$ cat config.mk
export PLATFORM = sky130hd
export DESIGN_NAME = prescaled_updown_counter
export DESIGN_NICKNAME = d
export VERILOG_FILES = /design/src/rtl/prescaled_updown_counter.sv
export SDC_FILE = /design/constraint.sdc
export NUM_CORES = 1
export LEC_CHECK = 0
export ABC_AREA = 1
export BUFFER_PORTS_ARGS = -buffer_cell sky130_fd_sc_hd__buf_2
export CAP_MARGIN = 5
export CORE_UTILIZATION = 34
export DETAILED_ROUTE_END_ITERATION = 8
export PLACE_DENSITY_LB_ADDON = 0.3
export SETUP_SLACK_MARGIN = 0.02
export SYNTH_ARGS = -nofsm -noshare
export SYNTH_HDL_FRONTEND = slang
export SYNTH_SLANG_ARGS = --single-unit
$ cat constraint.sdc
create_clock -name clock -period 2 [get_ports clock]
set_input_delay 0.4 -clock clock [delete_from_list [all_inputs] [get_ports clock]]
set_output_delay 0.4 -clock clock [all_outputs]
set_load 0.005 [all_outputs]
$ cat src/rtl/prescaled_updown_counter.sv
// Prescaled up/down counter: a free-running prescaler produces a one-cycle
// tick event that advances a modulus-N counter with wrap or saturate modes,
// synchronous clamped load, terminal-count pulse and an at-limit level.
module prescaled_updown_counter #(
  parameter int unsigned width           = 8,
  parameter int unsigned modulus         = 256,
  parameter int unsigned cycles_per_tick = 25000000
) (
  input  logic             clock,
  input  logic             clear_n,
  input  logic             count,
  input  logic             up,
  input  logic             saturate,
  input  logic             load,
  input  logic [width-1:0] load_value,
  output logic [width-1:0] q,
  output logic             tick,
  output logic             terminal,
  output logic             at_limit
);

  localparam int unsigned pre_w = (cycles_per_tick > 1) ? $clog2(cycles_per_tick) : 1;
  localparam int unsigned cw    = width + 1;
  localparam logic [pre_w-1:0] pre_last = pre_w'(cycles_per_tick - 1);
  localparam logic [cw-1:0]    q_max    = cw'(modulus - 1);

  // Reject parameter sets the counter cannot represent.
  if (modulus < 2 || 64'(modulus) > (64'(1) << width)) begin : g_bad_modulus
    $error("prescaled_updown_counter: modulus must be in 2..2**width");
  end
  if (cycles_per_tick < 1) begin : g_bad_prescale
    $error("prescaled_updown_counter: cycles_per_tick must be >= 1");
  end

  logic [pre_w-1:0] pre;
  logic [pre_w-1:0] pre_nxt;
  logic             tick_ev;
  logic [cw-1:0]    q_ext;
  logic [cw-1:0]    lv_ext;
  logic [cw-1:0]    q_nxt_ext;
  logic             at_top;
  logic             at_bot;
  logic             term_nxt;
  logic             lim_nxt;

  // One extra bit keeps the modulus-1 compare safe when modulus == 2**width.
  assign q_ext  = {1'b0, q};
  assign lv_ext = {1'b0, load_value};
  assign at_top = (q_ext == q_max);
  assign at_bot = (q_ext == '0);

  // Prescaler next state; load restarts the prescale period and suppresses the tick.
  always_comb begin
    pre_nxt = pre;
    tick_ev = 1'b0;
    if (load) begin
      pre_nxt = '0;
    end else if (count) begin
      if (pre == pre_last) begin
        pre_nxt = '0;
        tick_ev = 1'b1;
      end else begin
        pre_nxt = pre + pre_w'(1);
      end
    end
  end

  // Counter next state, terminal pulse and at-limit level.
  always_comb begin
    q_nxt_ext = q_ext;
    term_nxt  = 1'b0;
    if (load) begin
      q_nxt_ext = (lv_ext > q_max) ? q_max : lv_ext;
    end else if (tick_ev) begin
      if (up) begin
        term_nxt = at_top;
        if (!at_top) begin
          q_nxt_ext = q_ext + cw'(1);
        end else if (!saturate) begin
          q_nxt_ext = '0;
        end
      end else begin
        term_nxt = at_bot;
        if (!at_bot) begin
          q_nxt_ext = q_ext - cw'(1);
        end else if (!saturate) begin
          q_nxt_ext = q_max;
        end
      end
    end
    lim_nxt = (up && (q_nxt_ext == q_max)) || (!up && (q_nxt_ext == '0));
  end

  // State and registered outputs.
  always_ff @(posedge clock or negedge clear_n) begin
    if (!clear_n) begin
      pre      <= '0;
      q        <= '0;
      tick     <= 1'b0;
      terminal <= 1'b0;
      at_limit <= 1'b0;
    end else begin
      pre      <= pre_nxt;
      q        <= q_nxt_ext[width-1:0];
      tick     <= tick_ev;
      terminal <= term_nxt;
      at_limit <= lim_nxt;
    end
  end

endmodule

==> impl_metrics.prom, run 1 <==
# TYPE chip_impl_metric gauge
chip_impl_metric{name="synth-edff-count",unit=""} 0
chip_impl_info{name="synth_top_flop_cell",value="sky130_fd_sc_hd__dfrtp_1"} 1
chip_impl_info{name="setup.worst_path.class",value="flop to flop"} 1
chip_impl_metric{name="ff2ff_path_depth",unit=""} 15
chip_impl_metric{name="final_util",unit="%"} 46.3
chip_impl_info{name="yosys-top-cells-area",value="sky130_fd_sc_hd__dfrtp_1, sky130_fd_sc_hd__nand2_1, sky130_fd_sc_hd__nor2_1, sky130_fd_sc_hd__nand3_1, sky130_fd_sc_hd__inv_1"} 1
chip_impl_metric{name="timing.slew.headroom",unit="%"} 67.9
chip_impl_metric{name="timing.clock.skew",unit="ns"} 0.0141
chip_impl_metric{name="finalInstanceArea",unit="sq um"} 3640
chip_impl_info{name="crit_chain",value="ha_4 > nand3_4 > nor2_4 > inv_2 > nor2_4 > nand2_4 > nand2_4 > nand2_8 > nand2_4 > nand2_4 > nor2_4 > nand2_1 > nor2_1 > nand3_1 > nand2_1"} 1
chip_impl_metric{name="synthesis.yosys.warnings",unit=""} 0
chip_impl_metric{name="antenna_cells_inserted",unit=""} 0
chip_impl_metric{name="synth_nets",unit=""} 455
chip_impl_metric{name="finalSetupViolations",unit=""} 0
chip_impl_metric{name="synth.top_cell.area_share",unit="%"} 32.1
chip_impl_metric{name="num-nets-final",unit=""} 512
chip_impl_metric{name="largest_net_degree_at_the_start_of_global_routing",unit=""} 37
chip_impl_metric{name="maxClockFrequency",unit="GHz"} 0.518
chip_impl_metric{name="cts-htree-levels",unit=""} 2
chip_impl_metric{name="internal-power",unit="uW"} 1320
chip_impl_info{name="rsz_0062_raised_after_global_routing",value="yes"} 1
chip_impl_metric{name="pin_count",unit=""} 25
chip_impl_metric{name="ant_nets",unit=""} 0
chip_impl_metric{name="clockBufferDepth",unit=""} 2
chip_impl_metric{name="post_synth_num_cell_types",unit=""} 33
chip_impl_info{name="timing.critical_path.mode_cell",value="sky130_fd_sc_hd__nand2_4"} 1
chip_impl_metric{name="switching_share",unit="%"} 32.4
chip_impl_metric{name="grt_first_pass_wirelength",unit="um"} 13200
chip_impl_metric{name="gp_congestion",unit=""} 0.870
chip_impl_info{name="tritoncts",value="yes"} 1
chip_impl_metric{name="netlist_instances",unit=""} 438
chip_impl_metric{name="finalMaxSlewViolations",unit=""} 0
chip_impl_metric{name="total_switching_power",unit="uW"} 634
chip_impl_metric{name="cts_buffers",unit=""} 5
chip_impl_metric{name="grt_usage",unit="%"} 19.2
chip_impl_metric{name="critical_path.max_fanout",unit=""} 7
chip_impl_metric{name="required",unit="ns"} 2.24
chip_impl_metric{name="overflow",unit=""} 0
chip_impl_info{name="setup.worst_path.end_class",value="flop"} 1
chip_impl_metric{name="min_period",unit="ns"} 1.93
chip_impl_metric{name="power.share.clock",unit="%"} 34.6
chip_impl_metric{name="setup_ws",unit="ns"} 0.0678
chip_impl_info{name="yosysTopAreaCell",value="sky130_fd_sc_hd__dfrtp_1"} 1
chip_impl_info{name="status",value="complete, no violations"} 1
chip_impl_info{name="root_buffer",value="sky130_fd_sc_hd__clkbuf_8"} 1
chip_impl_metric{name="drt_drc_violations_left",unit=""} 0
chip_impl_metric{name="clk_pin_slew",unit="ns"} 0.09
chip_impl_metric{name="holdBufCountCts",unit=""} 0
chip_impl_metric{name="vias",unit=""} 2953
chip_impl_metric{name="die_span_in_x",unit="um"} 92.8
chip_impl_metric{name="route.detailed.wl_per_inst",unit="um"} 13.3
chip_impl_metric{name="syn-cell-area",unit="sq um"} 2800
chip_impl_metric{name="design.die.area",unit="sq um"} 8610
chip_impl_info{name="crit_path_start_kind",value="flop"} 1
chip_impl_metric{name="rows",unit=""} 32
chip_impl_metric{name="nFillCells",unit=""} 844
chip_impl_metric{name="power_leakage",unit="uW"} 0.00177
chip_impl_metric{name="initial_utilization",unit="%"} 35.7
chip_impl_info{name="cell_family_contributing_the_most_delay_on_the_critical_path",value="simple AND/OR/NAND/NOR gates"} 1
chip_impl_info{name="min-delay-path-class",value="input port to asynchronous set/reset pin"} 1
chip_impl_metric{name="first_iter_violations",unit=""} 162
chip_impl_metric{name="fin_total_pwr",unit="uW"} 1960
chip_impl_metric{name="comb_power_share",unit="%"} 23.3
chip_impl_metric{name="flops_latches_synth",unit=""} 36
chip_impl_metric{name="power_per_cell_area",unit="nW/um^2"} 538
chip_impl_info{name="post_synth_most_frequent_cells",value="sky130_fd_sc_hd__nand2_1, sky130_fd_sc_hd__nor2_1, sky130_fd_sc_hd__inv_1"} 1
chip_impl_metric{name="dpl_cell_area",unit="sq um"} 3130
chip_impl_metric{name="chipHeight",unit="um"} 92.8
chip_impl_metric{name="final_layout_size_suffix_gt1_share",unit="%"} 30.6
chip_impl_info{name="critPathSlowestCell",value="sky130_fd_sc_hd__dfrtp_1"} 1
chip_impl_metric{name="final_hold_viol_count",unit=""} 0
chip_impl_metric{name="viasPerCell",unit=""} 4.94
chip_impl_metric{name="antenna_found_initial",unit=""} 0
chip_impl_metric{name="clock_latency",unit="ns"} 0.31
chip_impl_metric{name="vdd.ir_drop.worst",unit="V"} 0.000360
chip_impl_metric{name="pre_cts_slack",unit="ns"} -0.0945
chip_impl_metric{name="path_buf_inv",unit=""} 1
chip_impl_info{name="synth_most_common_cell",value="sky130_fd_sc_hd__nand2_1"} 1
chip_impl_metric{name="worst_tran_pin_value",unit="ns"} 0.482
chip_impl_metric{name="core",unit="sq um"} 7850
chip_impl_metric{name="fraction_of_registers_with_async_set_reset",unit="%"} 100
chip_impl_metric{name="worst-endpoint-arrival",unit="ns"} 2.17
chip_impl_metric{name="clock_sink_count",unit=""} 36
chip_impl_metric{name="io_buffers",unit=""} 24
chip_impl_metric{name="totalWireLength",unit="um"} 7970
chip_impl_metric{name="first_global_vias",unit=""} 2756
chip_impl_metric{name="proportion_of_synthesized_chip_area_in_sequential_cells",unit="%"} 32.1
chip_impl_metric{name="slowest_delay",unit="ns"} 0.41
chip_impl_metric{name="fin_setup_tns",unit="ns"} 0
chip_impl_metric{name="max_cap_violations",unit=""} 0
chip_impl_metric{name="post_dp_hpwl",unit="um"} 5860
chip_impl_metric{name="cp.depth",unit=""} 15
chip_impl_metric{name="drtPass1Iterations",unit=""} 4
chip_impl_metric{name="syn-mean-instance-area",unit="sq um"} 6.40
chip_impl_metric{name="area_delta_synth_final",unit="%"} 29.7
chip_impl_metric{name="seqPwrFrac",unit="%"} 42.1
chip_impl_metric{name="layout_worst_path_cycle_share",unit="%"} 96.6
==> final timing paths <==
path / endpoint / slack [ns] / startpoint
max in group asynchronous: q[0] / 1.49 / clear_n
worst min register to register: pre[19] / 0.56 / pre[19]
worst max-delay path: at_limit / 0.07 / pre[1]
min in group clock: q[4] / 0.37 / load_value[4]
worst max register to register: at_limit / 0.07 / pre[1]
worst min-delay path: pre[16] / 0.13 / clear_n
==> power by group through the flow <==
stage | combinational (uW) | clock, uW | sequential (uW)
finish | 455 | 677 | 824
floorplan | 264 | 0 | 811
detailed placement | 391 | 0 | 825
global route | 516 | 716 | 829
CTS | 418 | 680 | 815
global placement | 387 | 0 | 825
==> cell families (layout without fill, tap and decap cells) <==
group	count (synthesis)	in the layout	synth area share (%)
buffers and inverters	69	127	9.95
AND/OR/NAND/NOR	282	282	47.0
adder cells (fa/ha/maj)	3	3	1.34
flip-flops	36	36	32.1
XOR/XNOR	4	4	1.25
AO/OA/AOI/OAI	44	44	8.30
==> cell usage in the layout, fill, tap and decap left out, drive strengths merged <==
master    count
bufinv        1
a22oi         1
a21oi        26
nand3        41
a31oi         1
nor2         70
clkinvlp      2
clkbuf        5
nor3         14
ha            3
inv          59
nand2       141
nor4          3
o22ai         1
buf          59
a22o          1
clkinv        1
dfrtp        36
xor2          3
o21ai        14
nand4        11
or2           2
xnor2         1
==> metrics by stage <==
stage	instances	hold slack, ns
6_report	598	0.128
5_1_grt	598	0.173
4_1_cts	587	0.156
3_5_place_dp	573	0.485
3_3_place_gp	573	0.477
2_1_floorplan	438	0.104
==> cell type report <==
| cell class | count | area [sq um] | share of cell area [%] |
|---|---|---|---|
| clock buffer | 5 | 68.8 | 1.89 |
| clock inverter | 3 | 42.5 | 1.17 |
| inverter | 60 | 229 | 6.30 |
| multi-input combinational | 333 | 1870 | 51.3 |
| sequential | 36 | 903 | 24.8 |
| tap | 102 | 128 | 3.51 |
| timing repair buffer | 59 | 399 | 11.0 |
==> timing repair <==
action                     CTS  global route
setup endpoints to repair    2            18
pin swaps                   13            27
gates resized for setup     15            52
setup buffers                6            11
==> layer usage <==
| layer | vias up | wire [um] | global-route usage, % |
|---|---|---|---|
| met3 | 9 | 288 | 2.22 |
| li1 | 1509 | - | - |
| met1 | 1376 | 3960 | 27.9 |
| met2 | 59 | 3620 | 29.7 |
| met5 | - | 0 | 0 |
| met4 | 0 | 95 | 6.03 |
==> flip-flops by register name, summed over array words and instances (netlist names) <==
register  cells
tick          1
at_limit      1
pre          25
q             8
terminal      1
Power figures use the tool's default switching activity.
==> inputs of run 2 (changes only) <==
--- a/config.mk
+++ b/config.mk
@@ -7,11 +7,12 @@
 export LEC_CHECK = 0
 export ABC_AREA = 1
 export BUFFER_PORTS_ARGS = -buffer_cell sky130_fd_sc_hd__buf_2
-export CAP_MARGIN = 5
+export CAP_MARGIN = 20
 export CORE_UTILIZATION = 34
 export DETAILED_ROUTE_END_ITERATION = 8
 export PLACE_DENSITY_LB_ADDON = 0.3
 export SETUP_SLACK_MARGIN = 0.02
+export SLEW_MARGIN = 10
 export SYNTH_ARGS = -nofsm -noshare
 export SYNTH_HDL_FRONTEND = slang
 export SYNTH_SLANG_ARGS = --single-unit
==> constraint.sdc (replaced) <==
create_clock -name clock -period 2 [get_ports clock]
set_input_delay 0.1 -clock clock [delete_from_list [all_inputs] [get_ports clock]]
set_output_delay 0.1 -clock clock [all_outputs]
set_load 0.005 [all_outputs]
==> run 2 against run 1 <==
  * The run now ends with setup timing left
  * Fmax fell by 4.0%
  * Cell count fell by 0.17%
  * Clock power decreased by 26%
  * First-iteration DRC count fell by 7.4%
  * Sequential share of layout area increased by 0.91 points
  * Non-clock buffer count fell by 1
  * Register-to-register slack worse by 0.08 ns
  * Combinational power increased by 3%
  * Total power is 8.7% lower
==> impl_metrics.prom, run 2 (same netlist as run 1, synthesis figures left out) <==
# TYPE chip_impl_metric gauge
chip_impl_info{name="root_buffer",value="sky130_fd_sc_hd__clkbuf_8"} 1
chip_impl_metric{name="final_hold_viol_count",unit=""} 0
chip_impl_metric{name="required",unit="ns"} 2.18
chip_impl_info{name="timing.hold.worst.start",value="load_value[6]"} 1
chip_impl_metric{name="gp_congestion",unit=""} 0.858
chip_impl_metric{name="layout_worst_path_cycle_share",unit="%"} 101
chip_impl_metric{name="viasPerCell",unit=""} 4.91
chip_impl_metric{name="clock_sink_count",unit=""} 36
chip_impl_metric{name="antenna_cells_inserted",unit=""} 0
chip_impl_info{name="layout.cells.most_common",value="sky130_fd_sc_hd__nand2_1"} 1
chip_impl_info{name="critPathSlowestCell",value="sky130_fd_sc_hd__dfrtp_1"} 1
chip_impl_metric{name="largest_register_ff_count",unit=""} 25
chip_impl_metric{name="pin_count",unit=""} 25
chip_impl_info{name="crit_chain",value="buf_6 > ha_4 > nand3_4 > nor2_4 > nand3_2 > nor2_2 > nand2_2 > nor2_4 > nand2_1 > nor2_2 > nor2_2 > nand2_1 > nor2_2 > nand3_1 > nand2_1"} 1
chip_impl_metric{name="drtPass1Iterations",unit=""} 4
chip_impl_metric{name="grt_usage",unit="%"} 18.9
chip_impl_info{name="timing.rr.start",value="pre[1]"} 1
chip_impl_metric{name="ff2ff_path_depth",unit=""} 15
chip_impl_metric{name="cts-htree-levels",unit=""} 2
chip_impl_info{name="violated_checks",value="setup timing"} 1
chip_impl_metric{name="cp.depth",unit=""} 15
chip_impl_metric{name="core",unit="sq um"} 7850
chip_impl_info{name="setup.worst_path.class",value="flop to flop"} 1
chip_impl_metric{name="power_per_cell_area",unit="nW/um^2"} 510
chip_impl_metric{name="finalSetupViolations",unit=""} 1
chip_impl_metric{name="initial_utilization",unit="%"} 35.7
chip_impl_metric{name="largest_net_degree_at_the_start_of_global_routing",unit=""} 37
chip_impl_metric{name="drt_drc_violations_left",unit=""} 0
chip_impl_info{name="hold_path_end",value="q[6]"} 1
chip_impl_info{name="rsz_0062_raised_after_global_routing",value="yes"} 1
chip_impl_metric{name="io_buffers",unit=""} 24
chip_impl_metric{name="slowest_delay",unit="ns"} 0.37
chip_impl_metric{name="nFillCells",unit=""} 835
chip_impl_metric{name="overflow",unit=""} 0
chip_impl_metric{name="ant_nets",unit=""} 0
chip_impl_metric{name="worstHoldPathCells",unit=""} 3
chip_impl_metric{name="finalMaxSlewViolations",unit=""} 0
chip_impl_metric{name="worst_hold_slack_across_all_endpoints",unit="ns"} 0.0786
chip_impl_info{name="mostFrequentLayoutCells",value="sky130_fd_sc_hd__nand2_1, sky130_fd_sc_hd__inv_1, sky130_fd_sc_hd__nor2_1"} 1
chip_impl_metric{name="worst_tran_pin_value",unit="ns"} 0.821
chip_impl_metric{name="clk_pin_slew",unit="ns"} 0.08
chip_impl_info{name="tritoncts",value="yes"} 1
chip_impl_metric{name="final_util",unit="%"} 44.6
chip_impl_info{name="min-delay-path-class",value="input port to flop"} 1
chip_impl_metric{name="vias",unit=""} 2932
chip_impl_metric{name="route.detailed.wl_per_inst",unit="um"} 13.0
chip_impl_info{name="worst_r2r_endpoint",value="at_limit"} 1
chip_impl_info{name="timing.critical_path.mode_cell",value="sky130_fd_sc_hd__nor2_2"} 1
chip_impl_metric{name="timing.clock.skew",unit="ns"} 0.0104
chip_impl_metric{name="setup_ws",unit="ns"} -0.0131
chip_impl_metric{name="grt_first_pass_wirelength",unit="um"} 13000
chip_impl_metric{name="clockBufferDepth",unit=""} 2
chip_impl_metric{name="power_leakage",unit="uW"} 0.00168
chip_impl_metric{name="antenna_found_initial",unit=""} 0
chip_impl_info{name="biggestRegsByFlops",value="pre: 25 flops, q: 8 flops"} 1
chip_impl_metric{name="reg2reg_slack",unit="ns"} -0.01
chip_impl_metric{name="clock_latency",unit="ns"} 0.29
chip_impl_metric{name="totalWireLength",unit="um"} 7790
chip_impl_metric{name="chipHeight",unit="um"} 92.8
chip_impl_metric{name="max_cap_violations",unit=""} 0
chip_impl_metric{name="rows",unit=""} 32
chip_impl_metric{name="first_global_vias",unit=""} 2695
chip_impl_metric{name="final_layout_size_suffix_gt1_share",unit="%"} 28.1
chip_impl_metric{name="first_iter_violations",unit=""} 150
chip_impl_metric{name="area_delta_synth_final",unit="%"} 24.9
chip_impl_metric{name="die_span_in_x",unit="um"} 92.8
chip_impl_info{name="cell_family_contributing_the_most_delay_on_the_critical_path",value="simple AND/OR/NAND/NOR gates"} 1
chip_impl_info{name="crit_path_start_kind",value="flop"} 1
chip_impl_metric{name="path_buf_inv",unit=""} 1
chip_impl_metric{name="cts_buffers",unit=""} 5
chip_impl_metric{name="min_period",unit="ns"} 2.01
chip_impl_metric{name="maxClockFrequency",unit="GHz"} 0.497
chip_impl_metric{name="num-nets-final",unit=""} 512
chip_impl_info{name="status",value="finished with violations"} 1
chip_impl_info{name="setup.worst_path.end_class",value="flop"} 1
chip_impl_metric{name="design.die.area",unit="sq um"} 8610
chip_impl_metric{name="vdd.ir_drop.worst",unit="V"} 0.000212
chip_impl_info{name="max_flop_register",value="pre"} 1
chip_impl_metric{name="critical_path.max_fanout",unit=""} 5
chip_impl_metric{name="worst-endpoint-arrival",unit="ns"} 2.19
chip_impl_metric{name="post_dp_hpwl",unit="um"} 5870
chip_impl_metric{name="timing.slew.headroom",unit="%"} 45.2
## run 2: changes by cell type in the layout (fill, tap and decap cells not counted), sizes merged
| cell | before | now |
|---|---|---|
| buf | 59 | 56 |
| bufinv | 1 | 0 |
| clkbuf | 5 | 7 |
| dlygate4sd3 | 0 | 1 |
## run 2: power breakdown
part | switching, uW | internal, uW | total, uW
Sequential | 55.3 | 763 | 819
Clock | 263 | 237 | 500
Combinational | 270 | 197 | 467
## run 2: how the worst max path moves through the flow
stage	start	endpoint
finish	pre[1]	at_limit
global route	pre[1]	at_limit
CTS	pre[0]	at_limit
detailed placement	pre[0]	at_limit
global placement	pre[0]	at_limit
floorplan	q[1]	at_limit
## run 2: worst register-to-register path, delay by kind of cell (launching register included)
kind	cells	cell delay [ns]
and+or+nand+nor	13	1.28
buffers and inverters	1	0.11
DFF	1	0.37
adders and majority gates	1	0.15
## run 2: final cells by class
class	instances	area (sq um)	area share, %
repair buffers	58	382	10.9
clock buffers	6	72.6	2.07
repair inverters	1	7.51	0.214
well taps	102	128	3.64
flip-flops and latches	36	902	25.8
multi-input cells	333	1780	50.7
clock inverters	1	5.00	0.143
inverters	60	229	6.54
## run 2: per-layer routing
layer	up-vias	share of wire [%]	global-route usage, %
li1	1510	-	-
met1	1366	52	27.9
met2	50	43	29.0
met3	6	3.8	2.87
met4	0	0.80	4.36
met5	-	0	0
## run 2: metrics by stage
| step | instances | area, sq um | setup WS [ns] | TNS [ns] | power, uW |
|---|---|---|---|---|---|
| global placement | 576 | 3160 | -0.0491 | -0.0491 | 1230 |
| global route | 597 | 3500 | -0.125 | -0.481 | 1910 |
| CTS | 585 | 3270 | 0.00389 | 0 | 1750 |
| detailed placement | 576 | 3160 | -0.101 | -0.101 | 1230 |
| finish | 597 | 3500 | -0.0131 | -0.0131 | 1790 |
| floorplan | 438 | 2800 | 0.172 | 0 | 1070 |
## run 2: what timing repair did
item                                    CTS  global route
cloned                                    0             1
endpoints found under the setup margin    2             8
buffers inserted                          1            11
pin swaps                                 2            13
hold buffers                              1             0
endpoints found under the hold margin    36             0
resized for setup                         5            41
==> inputs of run 3 (changes only) <==
--- a/config.mk
+++ b/config.mk
@@ -11,6 +11,7 @@
 export CORE_UTILIZATION = 34
 export DETAILED_ROUTE_END_ITERATION = 8
 export PLACE_DENSITY_LB_ADDON = 0.3
+export RECOVER_POWER = 25
 export SETUP_SLACK_MARGIN = 0.02
 export SLEW_MARGIN = 10
 export SYNTH_ARGS = -nofsm -noshare
==> run 3 against run 2 <==
  * The run still ends with setup timing left
  * Sequential power about the same
  * Largest power group unchanged
  * Hold slack about the same
  * Critical path depth unchanged
==> impl_metrics.prom, run 3 (same netlist as run 1, synthesis figures left out) <==
# TYPE chip_impl_metric gauge
chip_impl_info{name="status",value="finished with violations"} 1
chip_impl_info{name="violated_checks",value="setup timing"} 1
chip_impl_metric{name="rows",unit=""} 32
chip_impl_info{name="mostFrequentLayoutCells",value="sky130_fd_sc_hd__nand2_1, sky130_fd_sc_hd__inv_1, sky130_fd_sc_hd__nor2_1"} 1
chip_impl_metric{name="worst-endpoint-arrival",unit="ns"} 2.19
chip_impl_info{name="timing.hold.worst.start",value="load_value[6]"} 1
chip_impl_metric{name="totalWireLength",unit="um"} 7790
chip_impl_metric{name="power.share.clock",unit="%"} 28.1
chip_impl_metric{name="grt_first_pass_wirelength",unit="um"} 13000
chip_impl_metric{name="pre_cts_slack",unit="ns"} -0.101
chip_impl_metric{name="drt_drc_violations_left",unit=""} 0
chip_impl_metric{name="worst_tran_pin_value",unit="ns"} 0.913
chip_impl_metric{name="clk_pin_slew",unit="ns"} 0.08
chip_impl_metric{name="internal-power",unit="uW"} 1190
chip_impl_info{name="crit_chain",value="buf_6 > ha_4 > nand3_4 > nor2_4 > nand3_2 > nor2_2 > nand2_2 > nor2_4 > nand2_1 > nor2_2 > nor2_2 > nand2_1 > nor2_2 > nand3_1 > nand2_1"} 1
chip_impl_metric{name="final_util",unit="%"} 44.5
chip_impl_metric{name="final_hold_viol_count",unit=""} 0
chip_impl_metric{name="first_global_vias",unit=""} 2695
chip_impl_info{name="timing.critical_path.mode_cell",value="sky130_fd_sc_hd__nor2_2"} 1
chip_impl_metric{name="path_buf_inv",unit=""} 1
chip_impl_info{name="timing.rr.start",value="pre[1]"} 1
chip_impl_metric{name="required",unit="ns"} 2.18
chip_impl_metric{name="max_cap_violations",unit=""} 0
chip_impl_metric{name="switching_share",unit="%"} 33.0
chip_impl_info{name="crit_start",value="pre[1]"} 1
chip_impl_info{name="critPathSlowestCell",value="sky130_fd_sc_hd__dfrtp_1"} 1
chip_impl_metric{name="seqPwrFrac",unit="%"} 45.9
chip_impl_info{name="rsz_0062_raised_after_global_routing",value="yes"} 1
chip_impl_metric{name="timing.clock.skew",unit="ns"} 0.0104
chip_impl_metric{name="critical_path.max_fanout",unit=""} 5
chip_impl_metric{name="finalSetupViolations",unit=""} 1
chip_impl_metric{name="overflow",unit=""} 0
chip_impl_metric{name="num-nets-final",unit=""} 512
chip_impl_metric{name="nFillCells",unit=""} 837
chip_impl_info{name="min-delay-path-class",value="input port to flop"} 1
chip_impl_metric{name="cts-htree-levels",unit=""} 2
chip_impl_metric{name="power_leakage",unit="uW"} 0.00166
chip_impl_metric{name="viasPerCell",unit=""} 4.91
chip_impl_metric{name="fin_setup_tns",unit="ns"} -0.0131
chip_impl_metric{name="multiInputGateArea",unit="sq um"} 1780
chip_impl_metric{name="pin_count",unit=""} 25
chip_impl_metric{name="final_layout_size_suffix_gt1_share",unit="%"} 27.5
chip_impl_metric{name="min_period",unit="ns"} 2.01
chip_impl_info{name="biggestRegsByFlops",value="pre: 25 flops, q: 8 flops"} 1
chip_impl_metric{name="vdd.ir_drop.worst",unit="V"} 0.000212
chip_impl_metric{name="first_iter_violations",unit=""} 149
chip_impl_metric{name="worst_hold_slack_across_all_endpoints",unit="ns"} 0.0786
chip_impl_metric{name="fin_total_pwr",unit="uW"} 1780
chip_impl_metric{name="clock_latency",unit="ns"} 0.29
chip_impl_metric{name="cts_buffers",unit=""} 5
chip_impl_info{name="setup.worst_path.end_class",value="flop"} 1
chip_impl_metric{name="layout_worst_path_cycle_share",unit="%"} 101
chip_impl_metric{name="die_span_in_x",unit="um"} 92.8
chip_impl_info{name="setup.worst_path.class",value="flop to flop"} 1
chip_impl_metric{name="initial_utilization",unit="%"} 35.7
chip_impl_metric{name="area_delta_synth_final",unit="%"} 24.6
chip_impl_metric{name="gp_congestion",unit=""} 0.858
chip_impl_metric{name="antenna_cells_inserted",unit=""} 0
chip_impl_info{name="root_buffer",value="sky130_fd_sc_hd__clkbuf_8"} 1
chip_impl_metric{name="timing.slew.headroom",unit="%"} 39.2
chip_impl_metric{name="ant_nets",unit=""} 0
chip_impl_metric{name="clockBufferDepth",unit=""} 2
chip_impl_metric{name="antenna_found_initial",unit=""} 0
chip_impl_metric{name="drtPass1Iterations",unit=""} 4
chip_impl_info{name="layout.cells.most_common",value="sky130_fd_sc_hd__nand2_1"} 1
chip_impl_metric{name="slowest_delay",unit="ns"} 0.37
chip_impl_metric{name="largest_register_ff_count",unit=""} 25
chip_impl_metric{name="vias",unit=""} 2932
chip_impl_metric{name="total_switching_power",unit="uW"} 589
chip_impl_metric{name="comb_power_share",unit="%"} 26.0
chip_impl_metric{name="maxClockFrequency",unit="GHz"} 0.497
chip_impl_metric{name="io_buffers",unit=""} 24
chip_impl_metric{name="post_dp_hpwl",unit="um"} 5870
chip_impl_metric{name="chipHeight",unit="um"} 92.8
chip_impl_metric{name="grt_usage",unit="%"} 18.9
chip_impl_info{name="crit_path_start_kind",value="flop"} 1
chip_impl_metric{name="design.die.area",unit="sq um"} 8610
chip_impl_metric{name="route.detailed.wl_per_inst",unit="um"} 13.0
chip_impl_metric{name="setup_ws",unit="ns"} -0.0131
chip_impl_info{name="cell_family_contributing_the_most_delay_on_the_critical_path",value="simple AND/OR/NAND/NOR gates"} 1
chip_impl_metric{name="core",unit="sq um"} 7850
chip_impl_metric{name="largest_net_degree_at_the_start_of_global_routing",unit=""} 37
chip_impl_metric{name="power_per_cell_area",unit="nW/um^2"} 510
chip_impl_metric{name="seq_area",unit="sq um"} 902
chip_impl_info{name="max_flop_register",value="pre"} 1
chip_impl_metric{name="finalMaxSlewViolations",unit=""} 0
chip_impl_metric{name="clock_sink_count",unit=""} 36
chip_impl_info{name="tritoncts",value="yes"} 1
run 3: cell count changes in the layout (fill, tap and decap cells not counted):
| cell | delta |
|---|---|
| sky130_fd_sc_hd__buf_2 | -2 |
| sky130_fd_sc_hd__clkbuf_1 | +3 |
| sky130_fd_sc_hd__clkbuf_2 | +1 |
| sky130_fd_sc_hd__buf_4 | -2 |
run 3: cell type report:
class                   instances  area share, %
inverters                      60           6.55
repair buffers                 58           10.7
repair inverters                1          0.215
multi-input cells             333           50.9
clock inverters                 1          0.143
flip-flops and latches         36           25.8
clock buffers                   6           2.08
well taps                     102           3.65
run 3: routing by layer:
metal,wire (um),share of wire (%),vias to the layer above,track usage [%]
met3,298,3.8,6,2.87
met2,3350,43,50,29.0
met5,0,0,-,0
met4,62,0.80,0,4.36
met1,4070,52,1366,27.9
li1,-,-,1510,-
run 3: through the flow:
step | std cells | instance area [sq um]
after global routing | 597 | 3490
final | 597 | 3490
after CTS | 585 | 3270
after global placement | 576 | 3160
after floorplan | 438 | 2800
after detailed placement | 576 | 3160
run 3: repair_timing:
action                                  in CTS  in global routing
cloned                                       0                  1
pin swaps                                    2                 13
hold buffers                                 1                  0
setup buffers                                1                 11
gates resized for setup                      5                 41
endpoints found under the setup margin       2                  8
endpoints found under the hold margin       36                  0
run 3: worst paths after layout:
check	slack, ns	endpoint	cells after the start
hold / removal	0.08	q[6]	3
max in group asynchronous	0.90	pre[2]	2
setup reg to reg	-0.01	at_limit	15
hold reg to reg	0.52	pre[20]	1
min in group asynchronous	0.48	pre[20]	2
setup / recovery	-0.01	at_limit	15
run 3: worst register-to-register path, delay by kind of cell, from the launching register on:
kind,cells,cell delay (ns)
AND/OR/NAND/NOR,13,1.28
flip-flops,1,0.37
buffers and inverters,1,0.11
adder cells (fa/ha/maj),1,0.15
run 3: power groups by stage:
stage	clock [uW]	sequential, uW	combinational (uW)
after floorplan	0	811	264
after global placement	0	823	406
after detailed placement	0	825	408
after CTS	519	811	421
after global routing	553	826	524
final	500	818	463
